==> src/rtl/hx711_pkg.sv <==
// Shared types and constants for the HX711 serial-side emulator.
package hx711_pkg;

    localparam int unsigned HX711_DATA_BITS   = 24;
    localparam int unsigned HX711_PULSES_A128 = 25;
    localparam int unsigned HX711_PULSES_B32  = 26;
    localparam int unsigned HX711_PULSES_A64  = 27;
    localparam int unsigned HX711_CNT_W       = 6;

    typedef enum logic [1:0] {
        GAIN_A128 = 2'b00,
        GAIN_B32  = 2'b01,
        GAIN_A64  = 2'b10
    } gain_t;

    typedef enum logic [2:0] {
        NOTREADY,
        READY,
        SHIFT,
        FRAME_END,
        PWRDN
    } state_t;

endpackage

==> src/rtl/hx711_emulator_sclk_sync_edge.sv <==
// SCLK synchronizer with rise/fall detection; optional 3-cycle hold filter
// enabled by HX711_EMU_SCLK_FILTER_EN.
module sclk_sync_edge #(
    parameter int unsigned SYNC_STAGES = 2
) (
    input  logic clk,
    input  logic reset_n,
    input  logic sclk,
    output logic level_c,
    output logic rise_c,
    output logic fall_c
);

    logic [SYNC_STAGES-1:0] sync_q;
    logic                   level_q;
    logic                   level_d;
    logic                   sync_lvl;

    assign sync_lvl = sync_q[SYNC_STAGES-1];

`ifdef HX711_EMU_SCLK_FILTER_EN
    logic [1:0] hist_q;

    always_ff @(posedge clk or negedge reset_n) begin
        if (!reset_n) hist_q <= '0;
        else          hist_q <= {hist_q[0], sync_lvl};
    end

    // Accept a new level only once it has been stable for three samples.
    always_comb begin
        level_d = level_q;
        if (sync_lvl == hist_q[0] && sync_lvl == hist_q[1]) level_d = sync_lvl;
    end
`else
    always_comb begin
        level_d = sync_lvl;
    end
`endif

    always_ff @(posedge clk or negedge reset_n) begin
        if (!reset_n) begin
            sync_q  <= '0;
            level_q <= 1'b0;
        end else begin
            sync_q  <= {sync_q[SYNC_STAGES-2:0], sclk};
            level_q <= level_d;
        end
    end

    assign level_c = level_d;
    assign rise_c  = level_d & ~level_q;
    assign fall_c  = ~level_d & level_q;

endmodule

==> src/rtl/hx711_emulator.sv <==
// HX711 serial-side emulator: serves 24-bit samples on DOUT, decodes gain
// pulse count and SCK-high power-down. Optional HX711_EMU_SCLK_FILTER_EN.
module hx711_emulator
    import hx711_pkg::*;
#(
    parameter int unsigned SYNC_STAGES = 2,
    parameter int unsigned PD_CYC      = 6000,
    parameter int unsigned END_GAP_CYC = 200
) (
    input  logic        clk,
    input  logic        reset_n,
    input  logic [23:0] sample_data,
    input  logic        sample_valid,
    input  logic        sclk,
    output logic        dout,
    output logic [1:0]  gain_sel,
    output logic        data_ready,
    output logic        powered_down,
    output logic        frame_done_tick,
    output logic        frame_err_tick,
    output logic        overrun_tick
);

    localparam int unsigned HI_W  = $clog2(PD_CYC + 1);
    localparam int unsigned GAP_W = $clog2(END_GAP_CYC + 1);
    localparam int unsigned DW    = HX711_DATA_BITS;
    localparam int unsigned CW    = HX711_CNT_W;

    logic sclk_lvl, sclk_rise, sclk_fall;

    sclk_sync_edge #(.SYNC_STAGES(SYNC_STAGES)) u_sync (
        .clk     (clk),
        .reset_n (reset_n),
        .sclk    (sclk),
        .level_c (sclk_lvl),
        .rise_c  (sclk_rise),
        .fall_c  (sclk_fall)
    );

    state_t          state_q, state_d;
    logic [DW-1:0]   sr_q, sr_d, pend_q, pend_d;
    logic            pend_vld_q, pend_vld_d;
    logic [CW-1:0]   cnt_q, cnt_d;
    logic [HI_W-1:0] hi_q, hi_d;
    logic [GAP_W-1:0] gap_q, gap_d;
    gain_t           gain_q, gain_d;
    logic            dout_q, dout_d;
    logic            rdy_q, rdy_d, pd_q, pd_d;
    logic            done_q, done_d, err_q, err_d, ovr_q, ovr_d;
    logic            pend_in_vld;
    logic [DW-1:0]   pend_in;

    always_ff @(posedge clk or negedge reset_n) begin
        if (!reset_n) begin
            state_q    <= NOTREADY;
            sr_q       <= '0;
            pend_q     <= '0;
            pend_vld_q <= 1'b0;
            cnt_q      <= '0;
            hi_q       <= '0;
            gap_q      <= '0;
            gain_q     <= GAIN_A128;
            dout_q     <= 1'b1;
            rdy_q      <= 1'b0;
            pd_q       <= 1'b0;
            done_q     <= 1'b0;
            err_q      <= 1'b0;
            ovr_q      <= 1'b0;
        end else begin
            state_q    <= state_d;
            sr_q       <= sr_d;
            pend_q     <= pend_d;
            pend_vld_q <= pend_vld_d;
            cnt_q      <= cnt_d;
            hi_q       <= hi_d;
            gap_q      <= gap_d;
            gain_q     <= gain_d;
            dout_q     <= dout_d;
            rdy_q      <= rdy_d;
            pd_q       <= pd_d;
            done_q     <= done_d;
            err_q      <= err_d;
            ovr_q      <= ovr_d;
        end
    end

    always_comb begin
        state_d    = state_q;
        sr_d       = sr_q;
        pend_d     = pend_q;
        pend_vld_d = pend_vld_q;
        cnt_d      = cnt_q;
        gain_d     = gain_q;
        dout_d     = dout_q;
        done_d     = 1'b0;
        err_d      = 1'b0;
        ovr_d      = 1'b0;
        pend_in_vld = pend_vld_q | sample_valid;
        pend_in     = sample_valid ? sample_data : pend_q;

        // Saturating high-level and end-of-frame gap timers.
        hi_d = '0;
        if (sclk_lvl) hi_d = (hi_q == HI_W'(PD_CYC)) ? hi_q : hi_q + HI_W'(1);
        gap_d = '0;
        if (state_q == SHIFT && !sclk_lvl)
            gap_d = (gap_q == GAP_W'(END_GAP_CYC)) ? gap_q : gap_q + GAP_W'(1);

        case (state_q)
            NOTREADY: begin
                dout_d = 1'b1;
                if (sample_valid) begin
                    sr_d    = sample_data;
                    dout_d  = 1'b0;
                    state_d = READY;
                end
            end
            READY: begin
                dout_d = 1'b0;
                if (sample_valid) sr_d = sample_data;
                if (sclk_rise) begin
                    dout_d  = sr_d[DW-1];
                    sr_d    = {sr_d[DW-2:0], 1'b0};
                    cnt_d   = CW'(1);
                    state_d = SHIFT;
                end
            end
            SHIFT: begin
                if (sample_valid) begin
                    ovr_d      = pend_vld_q;
                    pend_d     = sample_data;
                    pend_vld_d = 1'b1;
                end
                if (sclk_rise) begin
                    cnt_d = (cnt_q == '1) ? cnt_q : cnt_q + CW'(1);
                    if (cnt_d <= CW'(DW)) begin
                        dout_d = sr_q[DW-1];
                        sr_d   = {sr_q[DW-2:0], 1'b0};
                    end else begin
                        dout_d = 1'b1;
                    end
                end
                if (gap_d == GAP_W'(END_GAP_CYC)) state_d = FRAME_END;
            end
            FRAME_END: begin
                done_d = 1'b1;
                case (cnt_q)
                    CW'(HX711_PULSES_A128): gain_d = GAIN_A128;
                    CW'(HX711_PULSES_B32):  gain_d = GAIN_B32;
                    CW'(HX711_PULSES_A64):  gain_d = GAIN_A64;
                    default: begin
                        done_d = 1'b0;
                        err_d  = 1'b1;
                    end
                endcase
                // A strobe landing here joins the slot before promotion.
                ovr_d      = sample_valid & pend_vld_q;
                cnt_d      = '0;
                pend_vld_d = 1'b0;
                if (pend_in_vld) begin
                    sr_d    = pend_in;
                    dout_d  = 1'b0;
                    state_d = READY;
                end else begin
                    dout_d  = 1'b1;
                    state_d = NOTREADY;
                end
            end
            PWRDN: begin
                dout_d     = 1'b1;
                pend_vld_d = 1'b0;
                if (sclk_fall) begin
                    gain_d  = GAIN_A128;
                    state_d = NOTREADY;
                end
            end
            default: state_d = NOTREADY;
        endcase

        if (hi_d == HI_W'(PD_CYC) && state_q != PWRDN) begin
            state_d    = PWRDN;
            dout_d     = 1'b1;
            pend_vld_d = 1'b0;
            cnt_d      = '0;
            done_d     = 1'b0;
            err_d      = 1'b0;
            ovr_d      = 1'b0;
        end

        rdy_d = (state_d == READY);
        pd_d  = (state_d == PWRDN);
    end

    assign dout            = dout_q;
    assign gain_sel        = gain_q;
    assign data_ready      = rdy_q;
    assign powered_down    = pd_q;
    assign frame_done_tick = done_q;
    assign frame_err_tick  = err_q;
    assign overrun_tick    = ovr_q;

endmodule

==> config.mk <==
export PLATFORM = sky130hd
export DESIGN_NAME = hx711_emulator
export DESIGN_NICKNAME = d
export VERILOG_FILES = /design/src/rtl/hx711_pkg.sv /design/src/rtl/hx711_emulator_sclk_sync_edge.sv /design/src/rtl/hx711_emulator.sv
export SDC_FILE = /design/constraint.sdc
export NUM_CORES = 1
export LEC_CHECK = 0
export ABC_AREA = 1
export CAP_MARGIN = 20
export CORE_ASPECT_RATIO = 1.75
export CORE_MARGIN = 2
export CORE_UTILIZATION = 35
export CTS_BUF_LIST = sky130_fd_sc_hd__clkbuf_8
export DETAILED_ROUTE_END_ITERATION = 12
export HOLD_SLACK_MARGIN = 0.1
export SYNTH_ARGS = -nofsm -noshare
export SYNTH_HDL_FRONTEND = slang
export SYNTH_SLANG_ARGS = --single-unit
==> constraint.sdc <==
create_clock -name clk -period 1.8 [get_ports clk]
set_input_delay 0.45 -clock clk [delete_from_list [all_inputs] [get_ports clk]]
set_output_delay 0.45 -clock clk [all_outputs]
set_load 0.005 [all_outputs]
* Yosys cells after proc, flatten, opt, wreduce, memory -nomap -nowiden *
Index checks and enable logic that the tools add are counted.

operators by class
  add/subtract/negate cells = 3
  $lt $le $gt $ge = 1
  equal/unequal tests = 23
  mux-type cells = 45
  bitwise logic cells = 6
  reduce and logical (&&, ||, !) cells = 16

operators with widths
  cell                                                                   count
  24-bit two-way mux                                                     6
  24-bit one-hot mux with 4 select lines                                 1
  13-bit == test, second input constant                                  2
  13-bit two-way mux                                                     2
  6-bit two-way mux                                                      4
  6-bit by 5-bit == test with 1-bit output, second input constant        3
  6-bit one-hot mux with 3 select lines                                  1
  1-bit two-way mux                                                      17
  8-bit == test, second input constant                                   2
  8-bit two-way mux                                                      2
  3-bit two-way mux                                                      5
  3-bit one-hot mux with 5 select lines                                  1
  13-bit by 1-bit adder with 13-bit output, second input constant        1
  8-bit by 1-bit adder with 8-bit output, second input constant          1
  4-bit nonzero test                                                     2
  6-bit by 1-bit adder with 6-bit output, second input constant          1
  3-bit by 1-bit == test with 1-bit output, second input constant        2
  3-bit by 2-bit == test with 1-bit output, second input constant        2
  3-bit == test, second input constant                                   2
  6-bit == test, second input constant                                   1
  6-bit by 5-bit <= comparator with 1-bit output, second input constant  1
  2-bit != test, second input constant                                   3
  3-bit by 2-bit != test with 1-bit output, second input constant        2
  3-bit != test, second input constant                                   2
  other kinds (21)                                                       28

storage, ports and cells
  register bits after elaboration = 90
  input bits = 28
  output and inout bits = 8
  word-level logic and storage cells = 110

* Longest topological paths before layout *
  word-level depth = 8
  mapped depth = 14
  depth with buffers taken out = 13

* By module *
A second synthesis with hierarchy kept.

second synthesis, totals
  cell total of the unflattened synthesis = 770
  area total of the unflattened synthesis = 5512.8 um2

modules (own cells, without submodules)
  module          times used  cells each  area each (um2)  sequential area each (um2)
  hx711_emulator  1           763         5422.7           2178.3
  sclk_sync_edge  1           7           90.1             75.1

* Least setup slack after synthesis *
OpenSTA, ideal clock, no wires.

  path kind = register -> register
  start = reg cnt_q[1]
  end = reg sr_q[2]
  setup time = 0.126 ns
  arrival = 1.683 ns
  required time = 1.674 ns
  slack = -0.008 ns
  cell stages (with the launch flop) = 13
  buffers on the path = 2
  period minus slack after synthesis = 1.808 ns
  cell sequence = dfrtp_1 -> ha_1 -> nand2_2 -> nor2_4 -> nand3_4 -> o21ai_2 -> nand2_1 -> nand2_1 -> nand2_2 -> a21oi_4 -> buf_6 -> buf_8 -> o21ai_0

on the way
  word-level cells in the longest chain between the ends = 5
  elaborated cells between the ends (all ways) = 6
  those cells by class = add/sub: 1; order compare: 1; eq/ne: 2; mux: 1; reduce/logical: 1

RTL lines
  item                                                                     line                   text
  start, declared                                                          hx711_emulator.sv:43   logic [CW-1:0] cnt_q, cnt_d;
  start signal, assigned                                                   hx711_emulator.sv:74   cnt_q <= cnt_d;
  6-bit by 1-bit adder with 6-bit output or 6-bit == test (tied branches)  hx711_emulator.sv:134  cnt_d = (cnt_q == '1) ? cnt_q : cnt_q + CW'(1);
  6-bit two-way mux (*)                                                    hx711_emulator.sv:134
  6-bit by 5-bit <= comparator with 1-bit output (*)                       hx711_emulator.sv:135  if (cnt_d <= CW'(DW)) begin
  2-bit by 1-bit != test with 1-bit output (no line) (*)                   n/a
  4-bit AND reduction (no line) (*)                                        n/a
  end signal, assigned                                                     hx711_emulator.sv:71   sr_q <= sr_d;
  end, declared                                                            hx711_emulator.sv:41   logic [DW-1:0] sr_q, sr_d, pend_q, pend_d;

Mark *: on every way between the ends. The rest lies on a longest branch, timed or not.
A chain may end at the register's enable or synchronous reset.

* Final worst setup path *
  start = reg hi_q[0]
  end = reg cnt_q[4]

on the way
  word-level cells in the longest chain between the ends = 7
  elaborated cells between the ends (all ways) = 11
  those cells by class = add/sub: 1; eq/ne: 4; mux: 3; reduce/logical: 3

RTL lines
  item                                                                        line                   text
  start, declared                                                             hx711_emulator.sv:44   logic [HI_W-1:0] hi_q, hi_d;
  start signal, assigned                                                      hx711_emulator.sv:75   hi_q <= hi_d;
  13-bit by 1-bit adder with 13-bit output or 13-bit == test (tied branches)  hx711_emulator.sv:103  if (sclk_lvl) hi_d = (hi_q == HI_W'(PD_CYC)) ? hi_q : hi_q + HI_W'(1);
  13-bit two-way mux (*) (2 in a row)                                         hx711_emulator.sv:103
  13-bit == test (*)                                                          hx711_emulator.sv:179  if (hi_d == HI_W'(PD_CYC) && state_q != PWRDN) begin
  1-bit logical AND (*)                                                       hx711_emulator.sv:179
  3-bit != test (no line), or another cell as far along                       n/a
  3-bit AND reduction (no line)                                               n/a

Marks and branches as above.

==> summary.md <==
The tool flagged a number of max-cap violations equal to 0. Instance area after placement: 6450 sq um. Yosys attributes the largest share of cell area to sky130_fd_sc_hd__dfrtp_1 (41%), sky130_fd_sc_hd__nand2_1 (11%), sky130_fd_sc_hd__o21ai_0 (9.2%). The height of the die works out to 169 microns. The run gives 3.22 nW as the static leakage. Grouping stages by cell kind, the critical path spends the most delay in simple AND/OR/NAND/NOR gates. Setup violations remaining at the end of the flow were counted as 35. The number of clock sinks is 90. The worst pin sits at a relative slew slack of 74.4%. In the routed layout, each cell is associated on average with a via count of 5.01. The run gives 10800 microns as the HPWL after detailed placement. Data arrives at the worst endpoint at 2170 ps. The worst setup path is launched from a flip-flop. The detail-routed net length per standard cell was 14.3 microns.

After the last flow step, the layout net total stands at 862. Ratio of final minimum period to clock period: 106%. The total power divided by cell area works out to 1090 nW/um^2. After the flow finishes, the layout carries non-filler instances totaling 1018.

Row generation in the floorplan step produced 60 rows. The via count was 5098. The layout has 1557 filler cells. After global routing the overflow that remains totals 0. Of the cells placed in the final design, the portion with a size suffix greater than 1 is 21.6%. After synthesis, the share of flip-flops with an asynchronous set or reset is 100%. From synthesis to final layout, the design area changed by 27.3%.

At the end of routability-driven placement, the weighted congestion stood at 0.951. The achievable clock frequency came out at 522 MHz. Global routing used 18.2% of the available tracks across all layers. The final max-slew violation count came out at 0.

For this run, the slowest stage of the critical path takes 420 ps. The post-route cell area is 6900 sq um, and the count of buffer and inverter cells on the critical path is 3. Counting every instance in the synthesized netlist gives 741. The clock-pin slew reported for the worst setup and hold paths after clock tree synthesis came out at 100 ps. The library cell used as clock root buffer was sky130_fd_sc_hd__clkbuf_8.

The sequential-to-total area share from yosys stat was 41.6%; the number of flip-flops and latches in the synthesized netlist was 90. STA classifies the critical path endpoint as a flip-flop. The clock passes through at most 2 buffers. Pin placement for this block handled 36 I/O pins. The signal on the critical path passes through ha_2, buf_4, buf_4, nand3_2, nor3_2, nor2_1, nand2_1, nor3_2, nand4_1, nor2_2, buf_6, nor2_1. The first-pass iteration count of the detailed router is 4. The checks that failed: setup timing. The critical-path maximum fanout was 7; the first-iteration detailed-routing DRC count was 224.

The first global-routing pass estimated 24500 microns of wire. CTS built an H-tree with a depth of 3. Final routed DRC violation total: 0. The tools report the required time at the endpoint of the critical path as 2050 ps.

The critical path in this run is classified as flip-flop to flip-flop. The smallest clock period supported by the final layout is computed as 1920 ps. The clock skew came out at 11.8 ps. The port buffer count is 35. The tools report the number of antenna repair diodes as 0. The run finished, with violations left.

For the initial core utilization, the log shows 35.6%. The path class of the tightest hold or removal check is flip-flop to flip-flop. Clock tree synthesis inserted a total of 9 buffers. The main flop type after synthesis was sky130_fd_sc_hd__dfrtp_1. TritonCTS built the clock tree. The final worst slack was -117 ps; the worst-case vdd ir drop was 0.548 mV.

Setup repair after global routing could not meet its margin everywhere. Counting tap cells, the placed design contains a total of 998 instances. Summed over all instances, the cell type with the most area after synthesis is sky130_fd_sc_hd__dfrtp_1. The commonest cells after synthesis are sky130_fd_sc_hd__nand2_1 (163), sky130_fd_sc_hd__inv_1 (122), sky130_fd_sc_hd__o21ai_0 (100). The synthesized design contains 0 enable-type register cells.

sky130_fd_sc_hd__nand2_1 is the most common cell in the netlist. The die boundary width is 98.1 microns. For this design, the slowest cell found on the critical path is sky130_fd_sc_hd__dfrtp_1. The number of antenna violations at the first check in global routing is 0. In this run the cell area of the synthesized design comes to 5420 sq um. Yosys mapped the design onto 45 distinct sky130hd cell types. Wires add up to 14600 microns.

At the pin with the least slew margin, the transition time is 382 ps. The run gives 0 as the number of hold violations in the final report. The via count of the first global-routing pass is 5246, and the pin count of the biggest net entering global routing is 34. Number of nets with antenna violations after routing: 0.

In this run the standard cell core region covers 15200 sq um. Each instance of the synthesized netlist takes up on average 7.32 sq um. The floorplan step defined a die boundary enclosing 16500 sq um. The number of warnings printed during yosys synthesis was 0. The top-area cell type share of the netlist area is 41.1%, and the number of nets produced by synthesis is 776.

Adding up every negative setup slack in the final design gives -2100 ps. Clock latency on the worst-skew pair, taken at its later pin, is 370 ps.
-- path summary, 6_finish.rpt --
check,endpoint,cells past startpoint,start,slack (ps)
worst max-delay path,cnt_q[4],12,hi_q[0],-120
worst min-delay path,u_sync.sync_q[1],0,u_sync.sync_q[0],360
worst max register to register,cnt_q[4],12,hi_q[0],-120
worst min register to register,u_sync.sync_q[1],0,u_sync.sync_q[0],360
max in group asynchronous,dout,3,reset_n,740
min in group asynchronous,u_sync.sync_q[0],2,reset_n,530
-- power by group --
part | switching [W] | leakage (nW) | total [W] | internal, W
Combinational | 0.00202 | 1.96 | 0.00333 | 0.00131
Clock | 0.000778 | 0.0919 | 0.00136 | 0.000583
Sequential | 0.000252 | 1.17 | 0.00286 | 0.00261
Total | 0.00305 | 3.22 | 0.00755 | 0.00450
-- metal layers --
layer	global-route usage [%]	vias to the layer above	wire length, microns
li1	-	2571	-
met1	20.2	2399	5730
met4	10.2	0	648
met2	32.7	91	7770
met3	2.93	37	438
met5	0	-	0
-- registers in the layout, summed over array words and instances, names as in the netlist --
signal / count
cnt_q: 6
hi_q: 13
frame_err_tick: 1
frame_done_tick: 1
powered_down: 1
u_sync.level_q: 1
u_sync.sync_q: 2
state_q: 3
gap_q: 8
pend_q: 24
gain_sel: 2
data_ready: 1
sr_q: 24
pend_vld_q: 1
overrun_tick: 1
dout: 1
-- stage by stage --
step / setup slack, ps / total power (W) / hold WS (ps) / util [%]
final: -117 / 0.00755 / 362 / 45.3
after global routing: -273 / 0.00823 / 369 / 45.3
after CTS: -99.3 / 0.00759 / 366 / 43.9
after detailed placement: -95.5 / 0.00620 / 342 / 42.3
after global placement: -85.3 / 0.00615 / 337 / 42.3
after floorplan: -8.47 / 0.00508 / 154 / -
-- cells by family after synthesis --
group                    synth area share [%]
adder cells (fa/ha/maj)                  1.62
flip-flops                               41.6
AND/OR/NAND/NOR                          25.3
XOR/XNOR                                 1.13
buffers and inverters                    11.3
AO/OA/AOI/OAI                            19.1
-- placed cells by master, fill, tap and decap left out, types with 4 or more instances in the layout --
master                            instances
sky130_fd_sc_hd__nor3_1                   8
sky130_fd_sc_hd__o22ai_1                  7
sky130_fd_sc_hd__nor2_4                   6
sky130_fd_sc_hd__buf_12                   9
sky130_fd_sc_hd__nor2_1                  53
sky130_fd_sc_hd__a21oi_1                 17
sky130_fd_sc_hd__ha_1                     5
sky130_fd_sc_hd__nand3_1                 24
sky130_fd_sc_hd__o21ai_2                 18
sky130_fd_sc_hd__a221oi_1                 9
sky130_fd_sc_hd__nor2_2                  12
sky130_fd_sc_hd__o2111ai_1                9
sky130_fd_sc_hd__buf_6                    5
sky130_fd_sc_hd__inv_2                    9
sky130_fd_sc_hd__nand4_1                 10
sky130_fd_sc_hd__inv_1                  116
sky130_fd_sc_hd__nor3_2                   4
sky130_fd_sc_hd__xor2_1                   5
sky130_fd_sc_hd__o21a_1                   4
sky130_fd_sc_hd__clkbuf_8                11
sky130_fd_sc_hd__nand2_2                 20
sky130_fd_sc_hd__nand3_2                 12
sky130_fd_sc_hd__buf_4                   53
sky130_fd_sc_hd__dfrtp_1                 89
sky130_fd_sc_hd__clkdlybuf4s50_1         32
sky130_fd_sc_hd__nand2_1                150
sky130_fd_sc_hd__o21ai_0                 96
-- layout make-up --
cell class | instances | area, sq um | area share (%)
multi-input combinational | 498 | 2780 | 40.2
clock inverter | 5 | 37.5 | 0.544
clock buffer | 11 | 151 | 2.19
sequential | 90 | 2250 | 32.6
inverter | 126 | 473 | 6.85
tap | 186 | 233 | 3.37
timing repair buffer | 102 | 978 | 14.2
-- timing repair --
action / CTS / global route
resized for setup: 13 / 60
setup buffers: 0 / 3
pin swaps: 12 / 17
setup endpoints to repair: 41 / 42
endpoints found under the hold margin: 21 / 0
hold buffers: 1 / 0
(Power assumes the default switching activity.)
